**config.mk**
```make
export PLATFORM = sky130hd
export DESIGN_NAME = tdm_demux5
export DESIGN_NICKNAME = d
export VERILOG_FILES = /design/src/rtl/tdm_demux5_pkg.sv /design/src/rtl/tdm_slot_ctr.sv /design/src/rtl/tdm_demux5.sv
export SDC_FILE = /design/constraint.sdc
export NUM_CORES = 1
export LEC_CHECK = 0
export CORE_MARGIN = 3
export CORE_UTILIZATION = 49
export CTS_BUF_LIST = sky130_fd_sc_hd__clkbuf_16
export CTS_CLUSTER_SIZE = 20
export DETAILED_ROUTE_END_ITERATION = 7
export HOLD_SLACK_MARGIN = 0.12
export PLACE_DENSITY = 0.75
export SYNTH_ARGS = -nofsm -noshare
export SYNTH_HDL_FRONTEND = slang
export SYNTH_SLANG_ARGS = --single-unit
```
**constraint.sdc**
```tcl
create_clock -name clk -period 2.2 [get_ports clk]
set_clock_uncertainty 0.15 [all_clocks]
set_input_delay 0.44 -clock clk [delete_from_list [all_inputs] [get_ports clk]]
set_output_delay 0.44 -clock clk [all_outputs]
set_load 0.02 [all_outputs]
```
**src/rtl/tdm_demux5_pkg.sv**
```systemverilog
// rtl/tdm_demux5_pkg.sv - shared constants, state encoding and helpers for the TDM demux
package tdm_demux5_pkg;

  localparam int NCH = 5;

  localparam logic [2:0] SLOT_U = 3'd0;
  localparam logic [2:0] SLOT_V = 3'd1;
  localparam logic [2:0] SLOT_W = 3'd2;
  localparam logic [2:0] SLOT_X = 3'd3;
  localparam logic [2:0] SLOT_Y = 3'd4;

  typedef enum logic {
    ST_HUNT = 1'b0,
    ST_RECV = 1'b1
  } state_t;

  function automatic int unsigned beats_per_group(input int unsigned width);
    return NCH * width;
  endfunction

endpackage

```
**src/rtl/tdm_slot_ctr.sv**
```systemverilog
// rtl/tdm_slot_ctr.sv - slot/bit counter pair for a 5-slot TDM frame
module tdm_slot_ctr
  import tdm_demux5_pkg::*;
#(
  parameter int WIDTH = 8,
  parameter int BW    = (WIDTH > 1) ? $clog2(WIDTH) : 1
) (
  input  logic          clk,
  input  logic          rst_n,
  input  logic          i_restart,
  input  logic          i_adv,
  output logic [2:0]    o_slot,
  output logic [BW-1:0] o_bit,
  output logic          o_first,
  output logic          o_last
);

  logic [2:0]    r_slot;
  logic [BW-1:0] r_bit;

  // A restart beat is itself beat 0, so the counters land on the beat after it.
  always_ff @(posedge clk or negedge rst_n) begin
    if (!rst_n) begin
      r_slot <= SLOT_U;
      r_bit  <= '0;
    end else if (i_restart) begin
      r_slot <= SLOT_V;
      r_bit  <= '0;
    end else if (i_adv) begin
      if (r_slot == SLOT_Y) begin
        r_slot <= SLOT_U;
        r_bit  <= (r_bit == BW'(WIDTH - 1)) ? '0 : r_bit + 1'b1;
      end else begin
        r_slot <= r_slot + 3'd1;
      end
    end
  end

  assign o_slot  = r_slot;
  assign o_bit   = r_bit;
  assign o_first = (r_slot == SLOT_U) && (r_bit == '0);
  assign o_last  = (r_slot == SLOT_Y) && (r_bit == BW'(WIDTH - 1));

endmodule

```
**src/rtl/tdm_demux5.sv**
```systemverilog
// rtl/tdm_demux5.sv - 5-channel TDM receiver with frame sync, valid/ready output and overrun flag
module tdm_demux5
  import tdm_demux5_pkg::*;
#(
  parameter int WIDTH = 8
) (
  input  logic             clk,
  input  logic             rst_n,
  input  logic             m,
  input  logic             m_vld,
  input  logic             sync,
  output logic [WIDTH-1:0] u_o,
  output logic [WIDTH-1:0] v_o,
  output logic [WIDTH-1:0] w_o,
  output logic [WIDTH-1:0] x_o,
  output logic [WIDTH-1:0] y_o,
  output logic             out_vld,
  input  logic             out_rdy,
  output logic             sync_err,
  output logic             ovf
);

  localparam int BW = (WIDTH > 1) ? $clog2(WIDTH) : 1;

  state_t           r_state;
  state_t           w_state_nxt;
  logic [WIDTH-1:0] r_sr   [NCH];
  logic [WIDTH-1:0] r_word [NCH];
  logic             r_out_vld;
  logic             r_sync_err;
  logic             r_ovf;

  logic             w_restart;
  logic             w_slip;
  logic             w_shift;
  logic             w_load;
  logic             w_adv;
  logic [2:0]       w_slot;
  logic [2:0]       w_sel;
  logic [BW-1:0]    w_bit;
  logic             w_first;
  logic             w_last;

  tdm_slot_ctr #(.WIDTH(WIDTH), .BW(BW)) u_ctr (
    .clk       (clk),
    .rst_n     (rst_n),
    .i_restart (w_restart),
    .i_adv     (w_adv),
    .o_slot    (w_slot),
    .o_bit     (w_bit),
    .o_first   (w_first),
    .o_last    (w_last)
  );

  always_ff @(posedge clk or negedge rst_n) begin
    if (!rst_n) r_state <= ST_HUNT;
    else        r_state <= w_state_nxt;
  end

  always_comb begin
    w_state_nxt = r_state;
    w_restart   = 1'b0;
    w_slip      = 1'b0;
    w_shift     = 1'b0;
    w_load      = 1'b0;
    case (r_state)
      ST_HUNT: begin
        if (m_vld && sync) begin
          w_state_nxt = ST_RECV;
          w_restart   = 1'b1;
          w_shift     = 1'b1;
        end
      end
      ST_RECV: begin
        if (m_vld) begin
          w_shift = 1'b1;
          // A misplaced sync wins over completion: the group is abandoned.
          if (sync && !w_first) begin
            w_restart = 1'b1;
            w_slip    = 1'b1;
          end else if (w_last) begin
            w_load = 1'b1;
          end
        end
      end
      default: w_state_nxt = ST_HUNT;
    endcase
  end

  assign w_adv = (r_state == ST_RECV) && m_vld && !w_restart;
  assign w_sel = w_restart ? SLOT_U : w_slot;

  always_ff @(posedge clk or negedge rst_n) begin
    if (!rst_n) begin
      for (int i = 0; i < NCH; i++) r_sr[i] <= '0;
    end else begin
      for (int i = 0; i < NCH; i++) begin
        if (w_shift && (w_sel == 3'(i))) r_sr[i] <= {r_sr[i][WIDTH-2:0], m};
      end
    end
  end

  // The completing beat is always a y-slot bit, so y takes it straight from m.
  always_ff @(posedge clk or negedge rst_n) begin
    if (!rst_n) begin
      for (int i = 0; i < NCH; i++) r_word[i] <= '0;
      r_out_vld  <= 1'b0;
      r_sync_err <= 1'b0;
      r_ovf      <= 1'b0;
    end else begin
      r_sync_err <= w_slip;
      if (w_load) begin
        r_word[SLOT_U] <= r_sr[SLOT_U];
        r_word[SLOT_V] <= r_sr[SLOT_V];
        r_word[SLOT_W] <= r_sr[SLOT_W];
        r_word[SLOT_X] <= r_sr[SLOT_X];
        r_word[SLOT_Y] <= {r_sr[SLOT_Y][WIDTH-2:0], m};
        r_out_vld      <= 1'b1;
        if (r_out_vld && !out_rdy) r_ovf <= 1'b1;
      end else if (r_out_vld && out_rdy) begin
        r_out_vld <= 1'b0;
      end
    end
  end

  assign u_o      = r_word[SLOT_U];
  assign v_o      = r_word[SLOT_V];
  assign w_o      = r_word[SLOT_W];
  assign x_o      = r_word[SLOT_X];
  assign y_o      = r_word[SLOT_Y];
  assign out_vld  = r_out_vld;
  assign sync_err = r_sync_err;
  assign ovf      = r_ovf;

endmodule

```
==> results.rst <==
.. list-table::
   :header-rows: 1

   * - Metric
     - Value
   * - Clock buffer count from CTS
     - 9
   * - Static leakage power
     - 0.00223 uW
   * - Maximum clock rate
     - 477 MHz
   * - Most used routing layer in global routing
     - met2
   * - Power per unit of standard cell area
     - 977 mW/mm2
   * - Met3 routing resource usage after global routing
     - 4.51%
   * - CP Max Fanout
     - 21
   * - Met1 usage in global routing
     - 22.1%
   * - Clock slew seen by the registers of the worst setup and hold paths
     - 0.07 ns
   * - Maximum number of pins on one net before global-route repair
     - 56
   * - CTS max path bufs
     - 2
   * - WL per Instance
     - 15.5 um
   * - Number of maximum-capacitance violations
     - 0
   * - # diodes
     - 0
   * - CTS tree
     - built
   * - Worst IR Drop VDD
     - 0.561 mV
   * - Total DRC errors in the routed layout
     - 0
   * - Clock tree root driver cell
     - clkbuf_16
   * - Sequential area share after synthesis
     - 61.8%
   * - Number of synthesis warnings
     - 0
   * - EDFF count, synth
     - 0
   * - I/O Pins
     - 49
   * - Final Setup Violations
     - 0
   * - Weighted congestion reported at the end of routability-driven placement
     - 0.853
   * - Unique cell type count in the Yosys netlist
     - 35
   * - Number of sinks driven by the clock tree
     - 89
   * - Post-route minimum period
     - 2.09 ns
   * - Post-Synthesis Mean Instance Area
     - 15.7 um2
   * - Initial antenna violation count
     - 0
   * - GRT Overall Usage
     - 16.5%
   * - Die boundary height
     - 91.7 um
   * - Via count
     - 2070
   * - Fin crit share
     - 95.2%
   * - Hold Vio Cnt, Final
     - 0
   * - Result of the run
     - finished, final reports clean
   * - Ys async rst share
     - 100%
   * - Required time at the endpoint of the critical path
     - 2.27 ns
   * - # H-tree levels
     - 3
   * - Class of the most critical hold timing path
     - reg -> reg
   * - Final antenna-violating net count
     - 0
   * - Max stage delay on crit path
     - 0.40 ns
   * - Netlist area before placement
     - 0.00360 mm2
   * - Layout cells sized above 1
     - 40.4%
   * - Total grt overflow
     - 0
   * - Unrepaired setup endpoints after global routing
     - no
   * - Count of fill cells added during filler insertion
     - 501
   * - Arrival time reported for the critical path endpoint
     - 2.16 ns
   * - Post-detailed-route via-to-cell ratio
     - 5.07
   * - Die Area
     - 0.00842 mm2
   * - Iteration-0 DRC count of the detailed router
     - 61
   * - Filler-free cell count of the finished design
     - 408
   * - Latest clock arrival within the worst-skew pair
     - 0.33 ns
   * - Number of pins with negative max-slew slack in the final report
     - 0
   * - Pre-CTS WS
     - -0.138 ns
   * - Nature of the critical path endpoint
     - flip-flop
   * - Met2 routing resource usage after global routing
     - 25.7%
   * - # rows
     - 30
   * - Relative slew margins
     - 78.0%
   * - Startpoint class of the critical path
     - flip-flop
   * - Number of global-route vias before repair
     - 2235
   * - Placeable core region
     - 0.00694 mm2
   * - Slew @ Worst Pin
     - 0.328 ns
   * - Number of nets in the layout
     - 318
   * - Area added between synthesis and finish
     - 30.5%
   * - Slowest cell on crit path
     - dfrtp_2
   * - Crit path cell chain
     - inv_1 > ha_1 > buf_4 > nand2_1 > nor2_1 > and3_4 > buf_12 > mux2_2
   * - Count of TritonRoute iterations in the first routing pass
     - 4
   * - Type of the worst setup path
     - reg -> reg
   * - Hpwl dp
     - 4260 um
   * - Inst Count DP
     - 391
   * - Commonest register cell after synthesis
     - dfrtp_1
   * - Register bit count reported by yosys
     - 89
   * - Post-Syn Instances
     - 230
   * - Synth Net Count
     - 241
   * - Post-CTS Setup Repair Bufs
     - 0
   * - Effective utilization at floorplan
     - 51.9%
   * - Total of buffers placed on input and output ports
     - 48
   * - Detailed-route wire length
     - 6340 um
   * - Die X
     - 91.7 um
   * - Wire length of the first global-routing pass
     - 10900 um
   * - Smallest setup slack after layout
     - 0.106 ns
[per-layer routing]
layer  vias to the layer above  wire length (um)
li1                        987                 -
met1                      1034              3060
met3                         5               232
met2                        44              2980
met5                         -                 0
met4                         0                73
[final timing paths]
check	start	to	slack (ns)	cells after the start
hold / removal	ovf	ovf	0.33	1
setup / recovery	u_ctr.o_slot[0]	u_o[2]	0.11	8
setup reg to reg	u_ctr.o_slot[0]	u_o[2]	0.11	8
max in group asynchronous	rst_n	u_ctr.o_slot[1]	0.99	3
hold reg to reg	ovf	ovf	0.33	1
min in group asynchronous	rst_n	u_ctr.o_bit[0]	0.35	2
[through the flow]
step | TNS, ns | instance area [um2] | utilization [%] | hold WS (ns) | total power [uW]
after floorplan | 0 | 3600 | - | -0.00559 | 2700
after global placement | -3.46 | 4370 | 63.0 | 0.159 | 3010
after detailed placement | -5.01 | 4370 | 63.0 | 0.162 | 3050
after CTS | 0 | 4700 | 67.6 | 0.333 | 4650
after global routing | 0 | 4700 | 67.7 | 0.352 | 4830
final | 0 | 4700 | 67.7 | 0.332 | 4590
[report_power, final]
group | internal [uW] | leakage, uW | switching [uW]
logic | 493 | 0.000881 | 391
registers | 1930 | 0.00119 | 212
clock network | 903 | 0.000151 | 661
[layout make-up]
cell class | count | area (um2) | area share (%)
timing repair buffer | 73 | 718 | 15.3
clock inverter | 7 | 87.6 | 1.86
multi-input combinational | 126 | 1290 | 27.4
clock buffer | 9 | 225 | 4.79
sequential | 89 | 2230 | 47.4
inverter | 8 | 30.0 | 0.639
tap | 96 | 120 | 2.56
[Yosys cell counts (2+ instances only)]
library cell | number | area share (%)
mux2_2 | 71 | 22
ha_1 | 5 | 1.7
buf_6 | 4 | 1.3
o21ai_0 | 4 | 0.56
nor4_4 | 4 | 2.4
nand2b_1 | 3 | 0.52
nor2_1 | 3 | 0.31
inv_1 | 8 | 0.83
a21oi_1 | 2 | 0.28
nand2_1 | 5 | 0.52
dfrtp_1 | 89 | 62
o32ai_1 | 2 | 0.49
mux2_1 | 8 | 2.5
[state kept, by name (all words and copies together) (netlist names)]
name,flops
v_o,8
u_o,8
w_o,8
u_ctr.o_slot,3
out_vld,1
r_sr,39
sync_err,1
u_ctr.o_bit,3
x_o,8
y_o,8
r_state,1
ovf,1
[worst max-delay path, delay by kind of cell, from the launching register on]
kind / cells / cell delay, ns
adder cells (fa/ha/maj): 1 / 0.19
buffers and inverters: 3 / 0.39
flip-flops: 1 / 0.40
multiplexers: 1 / 0.35
AND/OR/NAND/NOR: 3 / 0.50
[kinds of logic after synthesis]
group	count (synthesis)	share of synthesized area [%]
flip-flops	89	61.8
multiplexers	80	25.0
AND/OR/NAND/NOR	22	5.18
AO/OA/AOI/OAI	19	3.75
buffers and inverters	15	2.54
adder cells (fa/ha/maj)	5	1.74
[what timing repair did]
item | CTS | global route
hold buffers | 1 | 0
endpoints found under the hold margin | 39 | 0
gates resized for setup | 0 | 1
setup endpoints to repair | 0 | 3
[layout by cell type (no fill, tap or decap), types with 2 or more instances in the layout]
master            n
nand2_1           5
nand2b_1          3
mux2_1            8
inv_6             2
dfrtp_1          87
inv_1             7
clkdlybuf4s50_1  47
dfrtp_2           2
ha_1              5
buf_12            4
nor4_4            4
mux2_2           71
a21oi_1           2
nor2_1            3
o21ai_0           4
buf_4            21
o32ai_1           2
clkbuf_16         9
Power figures use the tool's default switching activity.
